$ cat src/rtl/neuron_mac_sequencer.sv
// Weight-RAM reader that accumulates a signed dot product of NUM_GROUPS
// N-lane weight groups against incoming feature groups, then pulses Done.
module neuron_mac_sequencer #(
  parameter int N          = 10,
  parameter int NUM_GROUPS = 6,
  parameter int DW         = 10,
  parameter int ACC_W      = 26
) (
  input  logic             Clock,
  input  logic             Rst,
  input  logic             Start,
  input  logic [DW-1:0]    X [0:N-1],
  input  logic             X_Valid,
  output logic             X_Ready,
  input  logic [DW-1:0]    Q [0:N-1],
  output logic [6:0]       Address,
  output logic             Busy,
  output logic [ACC_W-1:0] Sum,
  output logic             Done
);

  localparam int GW = (NUM_GROUPS > 1) ? $clog2(NUM_GROUPS) : 1;
  localparam int PW = 2 * DW;

  typedef enum logic [1:0] {IDLE, FETCH, LOAD, DONE} state_t;

  state_t                  state, state_nxt;
  logic [GW-1:0]           g;
  logic signed [ACC_W-1:0] acc;
  logic signed [ACC_W-1:0] group_sum;
  logic                    handshake;
  logic                    last_group;

  function automatic logic signed [ACC_W-1:0] mac_term(input logic [DW-1:0] q,
                                                       input logic [DW-1:0] x);
    logic signed [PW-1:0] qe;
    logic signed [PW-1:0] xe;
    logic signed [PW-1:0] prod;
    qe   = {{DW{q[DW-1]}}, q};
    xe   = {{DW{x[DW-1]}}, x};
    prod = qe * xe;
    return {{(ACC_W-PW){prod[PW-1]}}, prod};
  endfunction

  always_comb begin
    group_sum = '0;
    for (int i = 0; i < N; i++) begin
      group_sum = group_sum + mac_term(Q[i], X[i]);
    end
  end

  assign last_group = (g == GW'(NUM_GROUPS - 1));

  always_ff @(posedge Clock) begin
    if (Rst) state <= IDLE;
    else     state <= state_nxt;
  end

  always_comb begin
    state_nxt = state;
    X_Ready   = 1'b0;
    Busy      = 1'b1;
    Done      = 1'b0;
    handshake = 1'b0;
    case (state)
      IDLE: begin
        Busy = 1'b0;
        if (Start) state_nxt = FETCH;
      end
      FETCH: state_nxt = LOAD;
      LOAD: begin
        X_Ready   = 1'b1;
        handshake = X_Valid;
        if (X_Valid) state_nxt = last_group ? DONE : FETCH;
      end
      DONE: begin
        Done      = 1'b1;
        state_nxt = IDLE;
      end
      default: state_nxt = IDLE;
    endcase
  end

  // Accumulate stage: RAM output and feature group combine on the LOAD handshake
  always_ff @(posedge Clock) begin
    if (Rst) begin
      g       <= '0;
      acc     <= '0;
      Address <= '0;
      Sum     <= '0;
    end else if (state == IDLE && Start) begin
      g       <= '0;
      acc     <= '0;
      Address <= '0;
    end else if (handshake) begin
      if (last_group) begin
        Sum <= acc + group_sum;
      end else begin
        acc     <= acc + group_sum;
        g       <= g + 1'b1;
        // int arithmetic keeps the base-address product from wrapping
        Address <= 7'((int'(g) + 1) * N);
      end
    end
  end

endmodule

$ cat config.mk
export PLATFORM = sky130hd
export DESIGN_NAME = neuron_mac_sequencer
export DESIGN_NICKNAME = d
export VERILOG_FILES = /design/src/rtl/neuron_mac_sequencer.sv
export SDC_FILE = /design/constraint.sdc
export NUM_CORES = 2
export LEC_CHECK = 0
export BUFFER_PORTS_ARGS = -buffer_cell sky130_fd_sc_hd__buf_2
export CORE_MARGIN = 2
export CORE_UTILIZATION = 57
export CTS_BUF_LIST = sky130_fd_sc_hd__clkbuf_4
export DETAILED_ROUTE_END_ITERATION = 10
export PLACE_DENSITY = 0.76
export SETUP_SLACK_MARGIN = 0.2
export SYNTH_ARGS = -nofsm -noshare
export SYNTH_HDL_FRONTEND = slang
export SYNTH_SLANG_ARGS = --single-unit
export TNS_END_PERCENT = 100
$ cat constraint.sdc
create_clock -name Clock -period 25.6 [get_ports Clock]
set_input_delay 1.28 -clock Clock [delete_from_list [all_inputs] [get_ports Clock]]
set_output_delay 1.28 -clock Clock [all_outputs]
set_load 0.01 [all_outputs]
== Word-level counts from Yosys, hierarchy flattened ==
Cells that the tools add are included.

* Register bits: 63

* Add/subtract/negate cells: 12
* $mul: 11
* Equal/unequal tests: 6
* Multiplexer cells: 8
* Bitwise operators: 2
* Reduce and logical (&&, ||, !) cells: 6

{| class="wikitable"
|+ Operator list
! kind !! number
|-
| $mul 10x10->20 || 10
|-
| $add 26x20->26 || 3
|-
| $add 25x20->26 || 1
|-
| $add 26x26->26 || 1
|-
| $add 24x20->25 || 1
|-
| $add 23x20->24 || 1
|-
| $add 22x20->23 || 1
|-
| $add 21x20->22 || 1
|-
| $add 20x20->21 || 1
|-
| $pmux 2 s4 || 1
|-
| $mul 4x3->6 const B || 1
|-
| $mux 2 || 3
|-
| $add 3x1->4 const B || 1
|-
| $eq 2x2->1 const B || 2
|-
| $mux 1 || 4
|-
| $ne 2x2->1 const B || 2
|-
| $reduce_and 2->1 || 2
|-
| $add 3x1->3 const B || 1
|-
| $eq 3x3->1 const B || 1
|-
| $reduce_and 3->1 || 1
|-
| $eq 2x1->1 const B || 1
|-
| $logic_not 2->1 || 1
|-
| $not 1->1 || 2
|-
| $reduce_or 2->1 || 1
|-
| $logic_and 1x1->1 || 1
|}

== Longest topological paths before layout ==
* Depth after elaboration: 11
* Depth in mapped cells: 33
* Depth with buffers taken out: 31

== Least setup slack after synthesis ==
Ideal clock, no wire load.

* Path kind: input to register
* Start: input port Q[19] (netlist name)
* End: register Sum[19]
* Library setup time: 0.133 ns
* Arrival time: 9.440 ns
* Data required time: 25.467 ns
* Slack: 16.028 ns
* Cell stages on the path: 31
* Buffers on the path: 2
* Cell sequence: clkbuf_1 -> nand2_1 -> inv_1 -> fa_1 -> fa_1 -> inv_1 -> fa_1 -> fa_1 -> inv_1 -> fa_1 -> inv_1 -> fa_1 -> inv_1 -> fa_1 -> fa_1 -> inv_1 -> fa_1 -> inv_1 -> fa_1 -> inv_1 -> fa_1 -> inv_1 -> ha_1 -> buf_4 -> o21ai_0 -> a21oi_1 -> a221oi_4 -> a31oi_2 -> a21oi_2 -> mux2i_1 -> a31oi_1

* Longest elaborated chain between the ends: 4

{| class="wikitable"
|+ Ends and longest elaborated chain
! item !! line !! RTL
|-
| start: declaration || 15 || <nowiki>input logic [DW-1:0] Q [0:N-1],</nowiki>
|-
| $mul 10x10->20 || 41 || <nowiki>prod = qe * xe;</nowiki>
|-
| $add 26x20->26 (2 in a row) || 48 || <nowiki>group_sum = group_sum + mac_term(Q[i], X[i]);</nowiki>
|-
| $add 26x26->26 || 97 || <nowiki>Sum <= acc + group_sum;</nowiki>
|-
| end signal: assignment || 97 ||
|-
| end: declaration || 18 || <nowiki>output logic [ACC_W-1:0] Sum,</nowiki>
|}

Every way passes these cells.
A chain may end at the register's enable or synchronous reset.

== Worst setup path after layout ==
* Start: input port Q[19] (netlist name)
* End: register Sum[24]

The elaborated chain is that of the path after synthesis.

==> summary.md <==
| Metric | Value |
|---|---|
| Number of buffers on the longest clock path | `2` |
| Chip width | `290.7 um` |
| Largest family of logic cells by synthesized area | `adder cells` |
| Setup-failing EPs final | `0` |
| Worst setup path class | `primary input to flop` |
| Final instance area | `around 50000 sq um` |
| Critical-path top delay cell | `fa_1` |
| RSZ-0062 raised after global routing | `no` |
| Fillers | `6899` |
| Syn-to-layout area delta | `4.517%` |
| Primary FF master, synth | `dfxtp_1` |
| Cts hold-fix bufs | `0` |
| Via count | `roughly 32000` |
| Fin crit period | `roughly 9.7 ns` |
| Root Buffer | `clkbuf_4` |
| Pin count of the biggest net entering global routing | `33` |
| Compound-cell area share of the yosys netlist | `0.01608` |
| Sequential area share after synthesis | `0.02607` |
| Die Y | `290.7 um` |
| Setup_tns | `0 ns` |
| Post-Syn Area | `46850 sq um` |
| Initial antenna violation count | `24` |
| Relative slew slack | `0.5013` |
| Cts bufs inserted | `9` |
| I/O Buffers | `238` |
| Count of boundary I/O pins | `240` |
| Top cells by area, synth | `fa_1 60%, inv_1 12%, ha_1 9.2%` |
| Final Skew | `0.03576 ns` |
| Syn_nets | `just under 7000` |
| Vias in the first global route | `36405` |
| CP required | `25.97 ns` |
| FMAX | `between 100 and 150 MHz` |
| First-pass GRT wire length | `a little over 200 mm` |
| Final WL | `around 130 mm` |
| Cells after Synth | `4794` |
| Overflow after GRT | `0` |
| Synth Warn # | `0` |
| Worst path max stage delay | `~0.56 ns` |
| Simple-gate area share of the yosys netlist | `0.1251` |
| Crit-path most repeated cell | `fa_1` |
| CTS resizes | `0` |
| Average size of a mapped cell | `between 9 and 10 sq um` |
| Max cap viols | `0` |
| Netlist cell types | `50` |
| Final Util | `0.5992` |
| Crit path max fanout | `10` |
| Remaining DRCs | `0` |
| Starting Density | `0.5733` |
| Final period util | `0.3794` |
| Number of synthesized register bits | `between 60 and 70` |
| CP startpoint kind | `primary input` |
| Arr. time, crit path | `between 10 and 15 ns` |
| Core area | `81720 sq um` |
| Worst slew pin tran | `approximately 0.75 ns` |
| Global-route usage over all layers | `0.3208` |
| Layout Nets | `~7000` |
| DP HPWL | `approximately 120 mm` |
| Post-Synth XOR/XNOR Area | `0.007105` |
| Post-CTS Setup Bufs | `0` |
| Routed Antenna Nets | `0` |
| H-tree depth | `3` |
| Via-to-Cell Ratio | `roughly 5.4` |
| HP Class | `flop to flop` |
| Post-synth ARST share | `0` |
| Final-report max-slew violation count | `0` |
| CTS clk-pin slew, worst paths | `~0.13 ns` |
| Placed Area | `48770 sq um` |
| Status | `completed` |
| Worst-Skew Late Latency | `around 0.47 ns` |
| Row cnt | `about 110` |
| Share of cells above drive strength 1 | `0.05548` |
| Mux cell area share after synthesis | `0.001068` |
| Yosys top cell area share | `0.5996` |
| Synth area leader | `fa_1` |
| CTS tree | `yes` |
| GP Congestion | `about 1` |
| Final Hold Fails | `0` |
| 1st-iter DRT viols | `roughly 2400` |
| Hold Worst Slack | `around 0.46 ns` |
| Setup crit end kind | `flop` |
| Synth Area in Adders | `0.6914` |
| Total clock sinks | `between 60 and 70` |
| Routed WL per cell | `21.46 um` |
| Pre-antenna DRT Iters | `7` |
| Die area | `between 80000 and 90000 sq um` |
| Post-synth EDFFs | `0` |
## path summary, 6_finish.rpt
check                                             to  cells past startpoint                  from  slack (ns)
worst max-delay path            Sum[24]$_SDFFE_PP0P_                     30                 Q[19]       15.89
worst min-delay path            Sum[11]$_SDFFE_PP0P_                      2  Sum[11]$_SDFFE_PP0P_        0.46
worst max register to register  Sum[24]$_SDFFE_PP0P_                     27   acc[8]$_SDFFE_PP0P_       17.75
worst min register to register  Sum[11]$_SDFFE_PP0P_                      2  Sum[11]$_SDFFE_PP0P_        0.46
## cell usage in the layout (no fill, tap or decap), types with 3 or more instances in the layout
cell type and n:
nand3_1 15, xnor2_1 30, diode_2 10, nor3_1 6
nand4_1 3, nor2_1 45, and3_1 3, buf_2 238
nand2_1 532, xor2_1 8, ha_1 344, nand2b_1 53
or3_1 6, dfxtp_1 61, o21ai_0 20, a211oi_1 11
nand3b_1 6, fa_1 1403, mux2i_1 5, a31oi_1 6
buf_4 5, o21a_1 6, a21oi_1 49, and2_1 455
a21o_1 7, nor2b_1 35, clkbuf_4 9, inv_1 1488
## sequential cells by signal, indices dropped and copies added, names as in the netlist
signal   cells
g            3
Sum         26
acc         26
Address      4
state        2
## metrics by stage
stage	cells	worst slack (ns)
after global placement	5939	15.60
after detailed placement	5939	15.44
after floorplan	4794	16.03
final	5965	15.89
after global routing	5960	15.49
after CTS	5955	15.91
## area by class of cell
class / count / area (sq um) / area share
clock inverter: 7 / 97.59 / 0.001993
clock buffer: 9 / 67.56 / 0.001380
inverter: 1488 / 5585 / 0.1141
antenna: 10 / 25.02 / 0.0005111
tap: 1070 / 1339 / 0.02734
sequential: 61 / 1221 / 0.02494
multi-input combinational: 3077 / 39400 / 0.8047
timing repair buffer: 243 / 1229 / 0.02509
## synthesized netlist by cell type, types with 3 or more instances
| library cell | count |
|---|---|
| inv_1 | 1488 |
| fa_1 | 1403 |
| nand2_1 | 532 |
| and2_1 | 455 |
| ha_1 | 344 |
| clkbuf_1 | 161 |
| dfxtp_1 | 61 |
| nand2b_1 | 53 |
| a21oi_1 | 50 |
| nor2_1 | 46 |
| nor2b_1 | 35 |
| xnor2_1 | 30 |
| o21ai_0 | 20 |
| nand3_1 | 15 |
| a211oi_1 | 11 |
| xor2_1 | 8 |
| a21o_1 | 7 |
| a31oi_1 | 6 |
| nand3b_1 | 6 |
| nor3_1 | 6 |
| o21a_1 | 6 |
| or3_1 | 6 |
| mux2i_1 | 5 |
| buf_4 | 4 |
| and3_1 | 3 |
| nand4_1 | 3 |
## cell families (layout without fill, tap and decap cells)
family,Yosys count,after routing
adder cells (fa/ha/maj),1747,1747
buffers and inverters,1656,1747
AND/OR/NAND/NOR,1168,1168
AO/OA/AOI/OAI,118,118
flip-flops,61,61
XOR/XNOR,38,38
multiplexers,5,5
other,1,11
## metal layers
layer  GRT usage  share of wire  vias up
met1      0.4153           0.37    16670
met3     0.06577          0.090      341
met2      0.5310           0.49     1421
met4      0.1319          0.050       32
li1            -              -    13494
met5           0         0.0015        -
## worst max-delay path, delay by kind of cell
family                   cells  cell delay, ns
AO/OA/AOI/OAI                4            0.72
adder cells (fa/ha/maj)     12            5.97
buffers and inverters       10            0.98
AND/OR/NAND/NOR              4            1.11
Power is left out: the tool's default activity adds up to more than one toggle a clock period on the data nets, which glitch-free logic cannot reach.
